<file path="src/rtl/mdio_pkg.sv">
// mdio_pkg
// Shared definitions for the PHY-side MDIO responder: Clause-22 frame codes,
// bit positions inside the 32-bit frame, the responder state type and a
// helper that identifies the read-only PHY identifier registers.
package mdio_pkg;

  // Frame field codes
  localparam logic [1:0] ST_CODE  = 2'b01;
  localparam logic [1:0] OP_WRITE = 2'b01;
  localparam logic [1:0] OP_READ  = 2'b10;

  // First bit index of each frame field; BIT_LAST is the final data bit
  localparam logic [4:0] BIT_OP    = 5'd2;
  localparam logic [4:0] BIT_PHYAD = 5'd4;
  localparam logic [4:0] BIT_REGAD = 5'd9;
  localparam logic [4:0] BIT_TA    = 5'd14;
  localparam logic [4:0] BIT_DATA  = 5'd16;
  localparam logic [4:0] BIT_LAST  = 5'd31;

  // Register numbers of the permanent PHY identifier words
  localparam logic [4:0] REG_ID_HI = 5'd2;
  localparam logic [4:0] REG_ID_LO = 5'd3;

  typedef enum logic [2:0] {
    S_IDLE,
    S_ST,
    S_OP,
    S_ADDR,
    S_TA,
    S_WDATA,
    S_RDATA,
    S_IGNORE
  } mdio_state_t;

  // True for the identifier registers, which no write path may change
  function automatic logic isReadOnly(input logic [4:0] addr);
    return (addr == REG_ID_HI) || (addr == REG_ID_LO);
  endfunction

endpackage

</file>
<file path="src/rtl/mdio_regfile.sv">
// mdio_regfile
// 32 x 16 PHY management register file with one synchronous write port and
// one asynchronous read port. Registers 2 and 3 hold the PHY identifier and
// always read back their fixed values; writes addressed to them are dropped.
//
// Ports:
//   i_clk     system clock
//   i_rst     asynchronous active-high reset, clears every register
//   i_we      write enable
//   i_waddr   write address
//   i_wdata   write data
//   i_raddr   read address
//   o_rdata   read data (combinational)
module mdio_regfile
  import mdio_pkg::*;
#(
  parameter logic [15:0] PHY_ID_HI = 16'h0141,
  parameter logic [15:0] PHY_ID_LO = 16'h0CC2
) (
  input  logic        i_clk,
  input  logic        i_rst,
  input  logic        i_we,
  input  logic [4:0]  i_waddr,
  input  logic [15:0] i_wdata,
  input  logic [4:0]  i_raddr,
  output logic [15:0] o_rdata
);

  logic [15:0] r_mem [32];

  // Storage array. The identifier slots are never written, so their
  // contents stay at zero and are masked by the read mux below.
  always_ff @(posedge i_clk or posedge i_rst) begin
    if (i_rst) begin
      for (int i = 0; i < 32; i++) begin
        r_mem[i] <= 16'h0000;
      end
    end else if (i_we && !isReadOnly(i_waddr)) begin
      r_mem[i_waddr] <= i_wdata;
    end
  end

  // Read port: identifier registers come from the parameters, so they read
  // correctly straight out of reset and can never be overwritten.
  always_comb begin
    o_rdata = r_mem[i_raddr];
    if (i_raddr == REG_ID_HI) begin
      o_rdata = PHY_ID_HI;
    end else if (i_raddr == REG_ID_LO) begin
      o_rdata = PHY_ID_LO;
    end
  end

endmodule

</file>
<file path="src/rtl/mdio_phy_responder.sv">
// mdio_phy_responder
// PHY-side Clause-22 MDIO responder. Follows MDC/MDIO from the station
// manager, decodes ST/OP/PHYAD/REGAD/TA/DATA, commits write frames into the
// local register file and shifts read data back toward the manager.
// Sampling happens on MDC rising edges, driving on MDC falling edges, both
// detected synchronously in the i_clk domain.
//
// Ports:
//   i_clk         system clock (MDC is synchronous to it)
//   i_rst         asynchronous active-high reset
//   i_mdc         management clock from the generator
//   i_mdio_out    generator-driven MDIO bit
//   i_mdio_oe     generator output enable (line reads 1 when low)
//   o_mdio_in     responder-driven MDIO bit, idles at 1
//   o_resp_oe     responder output enable, high for TA[1] and read data
//   i_host_we     local register write strobe
//   i_host_addr   local write address
//   i_host_wdata  local write data
//   o_wr_strobe   one-clock pulse when an MDIO write commits
//   o_wr_addr     register number of the last committed MDIO write
//   o_wr_data     data of the last committed MDIO write
//   o_frame_err   one-clock pulse on a bad ST or illegal OP
module mdio_phy_responder
  import mdio_pkg::*;
#(
  parameter logic [4:0]  PHY_ADDR  = 5'h03,
  parameter logic [15:0] PHY_ID_HI = 16'h0141,
  parameter logic [15:0] PHY_ID_LO = 16'h0CC2
) (
  input  logic        i_clk,
  input  logic        i_rst,
  input  logic        i_mdc,
  input  logic        i_mdio_out,
  input  logic        i_mdio_oe,
  output logic        o_mdio_in,
  output logic        o_resp_oe,
  input  logic        i_host_we,
  input  logic [4:0]  i_host_addr,
  input  logic [15:0] i_host_wdata,
  output logic        o_wr_strobe,
  output logic [4:0]  o_wr_addr,
  output logic [15:0] o_wr_data,
  output logic        o_frame_err
);

  mdio_state_t r_state;
  mdio_state_t w_stateNext;

  logic        r_mdcQ;
  logic [4:0]  r_bitCnt;
  logic        r_opHi;
  logic        r_isRead;
  logic [8:0]  r_addrSh;
  logic [4:0]  r_regad;
  logic [14:0] r_wdata;
  logic [15:0] r_shift;
  logic        r_mdioIn;
  logic        r_respOe;
  logic        r_wrStrobe;
  logic [4:0]  r_wrAddr;
  logic [15:0] r_wrData;
  logic        r_frameErr;

  logic        w_line;
  logic        w_rise;
  logic        w_fall;
  logic [1:0]  w_opNow;
  logic [9:0]  w_addrFull;
  logic [15:0] w_commitData;
  logic [15:0] w_rdData;
  logic        w_rfWe;
  logic [4:0]  w_rfAddr;
  logic [15:0] w_rfData;

  logic        w_errPulse;
  logic        w_commit;
  logic        w_latch;
  logic        w_driveTa;
  logic        w_driveBit;
  logic        w_release;

  // The bus is pulled up whenever the generator is not driving it
  assign w_line = i_mdio_oe ? i_mdio_out : 1'b1;
  assign w_rise = i_mdc & ~r_mdcQ;
  assign w_fall = ~i_mdc & r_mdcQ;

  // The final bit of a field is still on the line during its rise, so the
  // complete field is formed from the shifted bits plus the live line value.
  assign w_opNow      = {r_opHi, w_line};
  assign w_addrFull   = {r_addrSh, w_line};
  assign w_commitData = {r_wdata, w_line};

  // A committing MDIO write takes the single write port; a host write on
  // that same clock is the one that gets dropped.
  assign w_rfWe   = w_commit | i_host_we;
  assign w_rfAddr = w_commit ? r_regad : i_host_addr;
  assign w_rfData = w_commit ? w_commitData : i_host_wdata;

  mdio_regfile #(
    .PHY_ID_HI (PHY_ID_HI),
    .PHY_ID_LO (PHY_ID_LO)
  ) u_regfile (
    .i_clk   (i_clk),
    .i_rst   (i_rst),
    .i_we    (w_rfWe),
    .i_waddr (w_rfAddr),
    .i_wdata (w_rfData),
    .i_raddr (w_addrFull[4:0]),
    .o_rdata (w_rdData)
  );

  // Frame state register
  always_ff @(posedge i_clk or posedge i_rst) begin
    if (i_rst) begin
      r_state <= S_IDLE;
    end else begin
      r_state <= w_stateNext;
    end
  end

  // Next-state decode plus one-cycle control pulses for the datapath.
  // r_bitCnt holds the index of the bit the next rise will sample, so a
  // fall seen with r_bitCnt == k follows the sample of bit k-1. After bit
  // 31 the counter wraps to 0, which is how the read side spots the final
  // fall that releases the line.
  always_comb begin
    w_stateNext = r_state;
    w_errPulse  = 1'b0;
    w_commit    = 1'b0;
    w_latch     = 1'b0;
    w_driveTa   = 1'b0;
    w_driveBit  = 1'b0;
    w_release   = 1'b0;
    if (w_rise) begin
      case (r_state)
        S_IDLE: begin
          if (!w_line) begin
            w_stateNext = S_ST;
          end
        end
        S_ST: begin
          if (w_line) begin
            w_stateNext = S_OP;
          end else begin
            w_errPulse  = 1'b1;
            w_stateNext = S_IDLE;
          end
        end
        S_OP: begin
          if (r_bitCnt == BIT_OP + 5'd1) begin
            if (w_opNow == OP_WRITE || w_opNow == OP_READ) begin
              w_stateNext = S_ADDR;
            end else begin
              w_errPulse  = 1'b1;
              w_stateNext = S_IGNORE;
            end
          end
        end
        S_ADDR: begin
          if (r_bitCnt == BIT_TA - 5'd1) begin
            if (w_addrFull[9:5] == PHY_ADDR) begin
              w_stateNext = S_TA;
              w_latch     = r_isRead;
            end else begin
              w_stateNext = S_IGNORE;
            end
          end
        end
        S_TA: begin
          if (r_bitCnt == BIT_DATA - 5'd1) begin
            w_stateNext = r_isRead ? S_RDATA : S_WDATA;
          end
        end
        S_WDATA: begin
          if (r_bitCnt == BIT_LAST) begin
            w_commit    = !isReadOnly(r_regad);
            w_stateNext = S_IDLE;
          end
        end
        S_IGNORE: begin
          if (r_bitCnt == BIT_LAST) begin
            w_stateNext = S_IDLE;
          end
        end
        default: begin
          w_stateNext = r_state;
        end
      endcase
    end else if (w_fall) begin
      case (r_state)
        S_TA: begin
          if (r_isRead && r_bitCnt == BIT_TA + 5'd1) begin
            w_driveTa = 1'b1;
          end
        end
        S_RDATA: begin
          if (r_bitCnt == 5'd0) begin
            w_release   = 1'b1;
            w_stateNext = S_IDLE;
          end else begin
            w_driveBit = 1'b1;
          end
        end
        default: begin
          w_stateNext = r_state;
        end
      endcase
    end
  end

  // Datapath: MDC edge history, bit counter, field capture, read shifter,
  // line driver and the write-commit / error reporting registers.
  always_ff @(posedge i_clk or posedge i_rst) begin
    if (i_rst) begin
      r_mdcQ     <= 1'b0;
      r_bitCnt   <= 5'd0;
      r_opHi     <= 1'b0;
      r_isRead   <= 1'b0;
      r_addrSh   <= 9'd0;
      r_regad    <= 5'd0;
      r_wdata    <= 15'd0;
      r_shift    <= 16'h0000;
      r_mdioIn   <= 1'b1;
      r_respOe   <= 1'b0;
      r_wrStrobe <= 1'b0;
      r_wrAddr   <= 5'd0;
      r_wrData   <= 16'h0000;
      r_frameErr <= 1'b0;
    end else begin
      r_mdcQ     <= i_mdc;
      r_frameErr <= w_errPulse;
      r_wrStrobe <= w_commit;
      if (w_commit) begin
        r_wrAddr <= r_regad;
        r_wrData <= w_commitData;
      end
      if (w_rise) begin
        if (w_stateNext == S_IDLE) begin
          r_bitCnt <= 5'd0;
        end else if (r_state == S_IDLE) begin
          r_bitCnt <= 5'd1;
        end else begin
          r_bitCnt <= r_bitCnt + 5'd1;
        end
        if (r_state == S_OP && r_bitCnt == BIT_OP) begin
          r_opHi <= w_line;
        end
        if (r_state == S_OP && r_bitCnt == BIT_OP + 5'd1) begin
          r_isRead <= (w_opNow == OP_READ);
        end
        if (r_state == S_ADDR) begin
          r_addrSh <= {r_addrSh[7:0], w_line};
        end
        if (r_state == S_ADDR && r_bitCnt == BIT_TA - 5'd1) begin
          r_regad <= w_addrFull[4:0];
        end
        if (w_latch) begin
          r_shift <= w_rdData;
        end
        if (r_state == S_WDATA) begin
          r_wdata <= {r_wdata[13:0], w_line};
        end
      end
      if (w_driveTa) begin
        r_respOe <= 1'b1;
        r_mdioIn <= 1'b0;
      end
      if (w_driveBit) begin
        r_mdioIn <= r_shift[15];
        r_shift  <= {r_shift[14:0], 1'b0};
      end
      if (w_release) begin
        r_respOe <= 1'b0;
        r_mdioIn <= 1'b1;
      end
    end
  end

  assign o_mdio_in   = r_mdioIn;
  assign o_resp_oe   = r_respOe;
  assign o_wr_strobe = r_wrStrobe;
  assign o_wr_addr   = r_wrAddr;
  assign o_wr_data   = r_wrData;
  assign o_frame_err = r_frameErr;

endmodule
</file>
<file path="config.mk">
export PLATFORM = sky130hd
export DESIGN_NAME = mdio_phy_responder
export DESIGN_NICKNAME = d
export VERILOG_FILES = /design/src/rtl/mdio_pkg.sv /design/src/rtl/mdio_regfile.sv /design/src/rtl/mdio_phy_responder.sv
export SDC_FILE = /design/constraint.sdc
export NUM_CORES = 1
export LEC_CHECK = 0
export CORE_ASPECT_RATIO = 0.8
export CORE_MARGIN = 2
export CORE_UTILIZATION = 37
export CTS_CLUSTER_DIAMETER = 150
export CTS_CLUSTER_SIZE = 16
export DETAILED_ROUTE_END_ITERATION = 8
export SYNTH_ARGS = -nofsm -noshare
export SYNTH_HDL_FRONTEND = slang
export SYNTH_SLANG_ARGS = --single-unit
</file>
<file path="constraint.sdc">
create_clock -name i_clk -period 56.6 [get_ports i_clk]
set_input_delay 14.15 -clock i_clk [delete_from_list [all_inputs] [get_ports i_clk]]
set_output_delay 14.15 -clock i_clk [all_outputs]
set_load 0.02 [all_outputs]
</file>
* Word level (Yosys, flattened, before mapping)
Cells that the tools add are included.
Cells by class: $add $sub $neg 1, multipliers 0, div/mod/pow operators 0, magnitude comparators 3, equal/unequal tests 21, shift operators 0, muxes and demuxes 59, bitwise gates (word level) 7, reduce and logical (&&, ||, !) cells 25
Operator list (number):
- 512-bit bitwise mux | 1
- 16-bit 2-to-1 mux | 9
- 16-bit binary-select mux with 5-bit select | 1
- 16-bit demux with 5-bit select | 1
- 5-bit by 2-bit == test with 1-bit output (second input constant) | 9
- 3-bit 2-to-1 mux | 10
- 1-bit 2-to-1 mux | 29
- 3-bit case mux with 6 select lines | 1
- 5-bit 2-to-1 mux | 3
- 3-bit == test (second input constant) | 4
- 6-bit >= comparator (second input constant) | 2
- 5-bit inverter with 6-bit output | 2
- 2-bit AND reduction | 6
- 5-bit by 4-bit == test with 1-bit output (second input constant) | 2
- 3-bit by 2-bit == test with 1-bit output (second input constant) | 2
- 1-bit logical AND | 6
- 3-bit zero test | 2
- 6-bit by 1-bit < comparator with 1-bit output (second input constant) | 1
- 2-bit 2-to-1 mux | 3
- 2-bit nonzero test | 3
- 5-bit by 1-bit adder with 5-bit output (second input constant) | 1
- 5-bit == test (second input constant) | 1
- 5-bit zero test | 1
- 3-bit by 1-bit == test with 1-bit output (second input constant) | 1
- 10 further kinds | 15
Storage, ports and cells: bits in registers 593, bits in latches 0, RAM bits 0, bits in read-only memories 0, bits of input ports 27, output and inout bits 25, word-level logic and storage cells 163, memories 0

* Depth between registers and ports, before layout
word-level depth 13, mapped depth 15, mapped depth without buffers 10

* Hierarchy
Synthesis repeated with hierarchy kept, for this count alone.
Second synthesis, totals: cell total of the unflattened synthesis 1875, area total of the unflattened synthesis 27048.4 sq um
Modules (own cells, without submodules):
- mdio_regfile | times used 1, cells an instance 1462, area an instance 23135.9 sq um, seq. area each 12462.0 sq um
- mdio_phy_responder | times used 1, cells an instance 413, area an instance 3912.5 sq um, seq. area each 2028.2 sq um

* Worst setup path before layout
OpenSTA, ideal clock, no wires.
path kind in2reg, start input port i_mdio_out, end register r_bitCnt[2], setup time 0.126 ns, arrival time 16.682 ns, required time 56.474 ns, slack 39.792 ns, stages on the path 13, path buffers 5, cell sequence nand2b_1 buf_2 buf_4 inv_2 buf_2 clkbuf_1 buf_1 ha_1 nand2_1 o211ai_1 o21ba_2 a21oi_1 a221o_1
On the way: cells in the longest elaborated chain, start to end 9, elaborated cells on any way between the ends 12, those cells by class 2 x eq/ne; 8 x mux; 2 x reduce/logical
Ends and longest elaborated chain:
- start: declaration | line mdio_phy_responder.sv:33 | input logic i_mdio_out,
- 1-bit 2-to-1 mux (*) | line mdio_phy_responder.sv:83 | assign w_line = i_mdio_oe ? i_mdio_out : 1'b1;
- 2-bit by 1-bit == test with 1-bit output / 2-bit == test (equally long branches) | line mdio_phy_responder.sv:151 | if (w_opNow == OP_WRITE || w_opNow == OP_READ) begin
- 1-bit logical OR | line mdio_phy_responder.sv:151
- 3-bit 2-to-1 mux | line mdio_phy_responder.sv:151
- 3-bit 2-to-1 mux | line mdio_phy_responder.sv:150 | if (r_bitCnt == BIT_OP + 5'd1) begin
- 3-bit case mux with 6 select lines (*) | line mdio_phy_responder.sv:135 | case (r_state)
- 3-bit 2-to-1 mux (*) | line mdio_phy_responder.sv:134 | if (w_rise) begin
- via w_stateNext[2] | line mdio_phy_responder.sv:47 | mdio_state_t w_stateNext;
- 3-bit zero test (*) | line mdio_phy_responder.sv:238 | if (w_stateNext == S_IDLE) begin
- 5-bit 2-to-1 mux (*) | line mdio_phy_responder.sv:238
- end signal: assignment | line mdio_phy_responder.sv:243 | r_bitCnt <= r_bitCnt + 5'd1;
- end: declaration | line mdio_phy_responder.sv:50 | logic [4:0] r_bitCnt;
Mark *: on every way through the listed nets, which the timed path passes. The rest lies on a longest branch. A chain may end at the register's enable or synchronous reset.

* Worst setup path after layout
start input port i_mdc, end register u_regfile.r_mem[283] (netlist name)
On the way: cells in the longest elaborated chain, start to end 9, elaborated cells on any way between the ends 17, those cells by class 2 x order compare; 2 x eq/ne; 6 x mux; 3 x bitwise; 4 x reduce/logical
Ends and longest elaborated chain:
- start: declaration | line mdio_phy_responder.sv:32 | input logic i_mdc,
- 1-bit AND (*) | line mdio_phy_responder.sv:84 | assign w_rise = i_mdc & ~r_mdcQ;
- 1-bit 2-to-1 mux (*) | line mdio_phy_responder.sv:134
- 5-bit 2-to-1 mux | line mdio_phy_responder.sv:96 | assign w_rfAddr = w_commit ? r_regad : i_host_addr;
- 5-bit inverter with 6-bit output (implied by the code) | line mdio_regfile.sv:39 | r_mem[i_waddr] <= i_wdata;
- 6-bit >= comparator (implied by the code) / 6-bit by 1-bit < comparator with 1-bit output (equally long branches) | line mdio_regfile.sv:39
- 1-bit logical AND (implied by the code) | line mdio_regfile.sv:39
- 16-bit 2-to-1 mux (implied by the code) | line mdio_regfile.sv:39
- 16-bit demux with 5-bit select | line mdio_regfile.sv:39
- 512-bit bitwise mux | line mdio_regfile.sv:39
- end signal: indexed assignment | line mdio_regfile.sv:39
- end: declaration | line mdio_regfile.sv:29 | logic [15:0] r_mem [32];
Mark *: on every way between the ends. The rest lies on a longest branch, timed or not.

==> results.md <==
- Top-count cell post-synth: dfrtp_1
- Min Tclk post-route: between 15 and 20 ns
- Final period util: a little under a third
- Largest net degree at the start of global routing: ~180
- Post-Synthesis Cells: slightly above 2000
- CP Data Arrival Time: 17.98 ns
- CTS tree: done
- Sum Neg Setup Slack: 0 ns
- Worst hold path class: flip-flop to flip-flop
- Hold_buf cts: 0
- Final Hold Fails: 0
- CORE AREA: between 0.07 and 0.08 mm2
- DRT Wirelength: around 73000 um
- Post-synth top cells: dfrtp_1 (585), mux2_2 (405), nand2_1 (246), clkbuf_1 (118), mux4_2 (94)
- Clock Tree Root: clkbuf_16
- P&R area growth vs syn: 8.543%
- Clock Skew: 0.03708 ns
- Placer Congestion: roughly 0.86
- Overall die area: 0.07514 mm2
- Syn. warnings: 0
- Sequential share of power: between 50% and 60%
- Post-DR vias/cell: around 5.7
- CP max FO: 46
- Count of final setup violators: 0
- Clk pwr share: 29.3%
- Sw Pwr: about 0.00025 W
- Critical Path Start: i_mdc
- Setup crit start kind: primary input
- Post-synth EDFFs: 0
- Initial detailed-routing violation count: between 1000 and 1500
- # clock sinks: approximately 600
- Fin. max-slew vios: 0
- Die Width: around 310 um
- P_int: between 0.0007 and 0.0008 W
- Ys flop type: dfrtp_1
- Maxcap violations: 0
- DIE HEIGHT: between 200 and 250 um
- Initial antenna violation count: 2
- Sw frac: 26.28%
- Setup Crit Path Kind: primary input to flip-flop
- CP Capture Type: flip-flop
- Sequential element share of the synthesized area: between 50% and 60%
- Fillcell total: roughly 6600
- Post-synthesis cell type count: 75
- DPL Wire Length: about 46000 um
- Worst Path Required: approximately 57 ns
- Final ANT Viol Nets: 0
- DRC: 0
- Worst skew pair latency: 0.60 ns
- Layout cells sized above 1: 31.47%
- Tot GR Track Use: approximately 20%
- Nets@finish: ~2000
- I/O Pins: 52
- Num CTS Buffers: between 40 and 50
- Register-to-register setup slack: between 50 and 60 ns
- # diodes: 0
- Synth async-reset ratio: between 90% and 100%
- Post-DR wirelength/cell: approximately 25 um
- Final Power: approximately 0.00096 W
- Port bufs: between 50 and 60
- Post-cts sizing count: 0
- 1st-pass router iterations: 6
- Fmax: 57.05 MHz
- GRT overflow: 0
- Synthesis-stage register bit count: a little under 600
- RSZ-0062 raised after global routing: false
- Initial core utilization: 37.43%
- H-tree Lvls: 2
- Combinational Power Share: between 10% and 20%
- Top cell type's share of synthesized area: 54.23%
- Postcts setup bufs: 0
- PwrDens: ~33 mW/mm2
- Status: complete, no violations
- Vias: around 17000
- Number of global-route vias before repair: 17140
- Top cells by area, synth: dfrtp_1 (54%), mux2_2 (17%), mux4_2 (7.8%)
- Leak pwr: approximately 13 nW
- Min-delay src: u_regfile.r_mem[451]
- First-pass GRT wire length: 111700 um
- Max-slew headroom: between 10% and 20%
- Post-synth top area cell: dfrtp_1
- Clk buf depth: 3
- Worst reg2reg path startpoint: r_bitCnt[0]
- Worst-margin pin slew: ~1.3 ns
- Mapped Area: ~0.027 mm2
- Peak VDD IR: 0.01972 mV
- Syn_nets: just over 2000
- # rows: just under 90
- Mapped Avg Cell Area: 13.32 um2
- CTS clk-pin slew, worst paths: around 0.070 ns
==> layer usage <==
metal / routed length, um / track usage (%) / vias up / part of all wire [%]
li1: - / - / 7177 / -
met1: 33600 / 28.56 / 8929 / 46
met2: 31880 / 29.14 / 521 / 44
met3: 5849 / 5.068 / 95 / 8.0
met4: 1803 / 5.332 / 2 / 2.5
met5: 13 / 0 / - / 0.018
==> worst paths after layout <==
check                                        to  depth (start not counted)
hold reg to reg            u_regfile.r_mem[451]                          0
setup / recovery           u_regfile.r_mem[283]                          9
min in group asynchronous           r_wdata[14]                          2
setup reg to reg           u_regfile.r_mem[283]                         11
hold / removal             u_regfile.r_mem[451]                          0
max in group asynchronous  u_regfile.r_mem[344]                          4
==> power by group through the flow <==
stage                     Combinational, W  Sequential [W]  Clock [W]
final                             0.000158        0.000522   0.000281
after global routing              0.000171        0.000529   0.000305
after CTS                         0.000158        0.000521   0.000289
after detailed placement          0.000158        0.000529          0
after global placement            0.000153        0.000524          0
after floorplan                   0.000120        0.000517          0
==> critical path: stages <==
cell and delay, ns:
clkdlybuf4s50_1 0.60, nand3b_1 0.28, a211o_1 0.31, buf_4 0.28
inv_4 0.34, nand2_2 0.14, a2bb2o_4 0.32, nor3_4 1.07
mux2_2 0.43
==> cell families after synthesis <==
logic type,after synthesis,synth area share [%]
buf+inv,210,3.588
compound gates,167,4.515
flops,586,54.33
fa+ha+maj,7,0.3245
mux,606,29.13
simple gates,451,8.107
==> per-stage QoR <==
step / instances / cell area (um2) / hold WS, ns / utilization, % / setup slack [ns]
finish: 2928 / 29300 / 0.3745 / 40.62 / 39.07
global route: 2928 / 29300 / 0.3886 / 40.62 / 38.85
CTS: 2928 / 29300 / 0.3792 / 40.62 / 39.10
detailed placement: 2875 / 28170 / 0.3635 / 39.07 / 38.47
global placement: 2875 / 28170 / 0.3604 / 39.07 / 38.48
floorplan: 2027 / 26990 / 0.4240 / - / 26.05
==> cells in the final DEF, fill, tap and decap left out, types with 7 or more instances in the layout <==
cell type / n
clkdlybuf4s50_1: 51
mux2i_1: 15
nand3_1: 46
a311oi_1: 10
o22ai_1: 10
mux2_2: 405
mux2_1: 92
o21ai_0: 18
clkbuf_16: 43
inv_1: 13
a32oi_1: 14
nor3_4: 8
a21oi_1: 18
clkbuf_1: 8
buf_4: 43
a31oi_1: 26
a221o_1: 9
nor2_1: 54
nand4_1: 9
nor4b_1: 10
nand2_1: 246
mux4_2: 94
dfrtp_1: 582
and3_1: 10
ha_1: 7
nor2b_1: 11
or3_1: 7
==> flip-flops by register name (all words and copies together), names as in the netlist <==
signal / count
r_isRead: 1
r_state: 3
u_regfile.r_mem: 505
r_opHi: 1
r_addrSh: 9
r_wdata: 15
r_regad: 5
r_bitCnt: 5
o_frame_err: 1
r_shift: 16
o_wr_data: 16
o_resp_oe: 1
o_mdio_in: 1
o_wr_addr: 5
r_mdcQ: 1
o_wr_strobe: 1
==> layout make-up <==
class                   count  area (um2)  share of cell area (%)
clock inverters             2       17.52                 0.05979
well taps                 945        1182                   4.036
multi-input cells        1231       11370                   38.82
repair buffers             96       873.3                   2.981
flip-flops and latches    586       14670                   50.07
clock buffers              51        1106                   3.775
inverters                  17       76.32                  0.2605
Note: power is estimated with default switching activity, not from simulation.
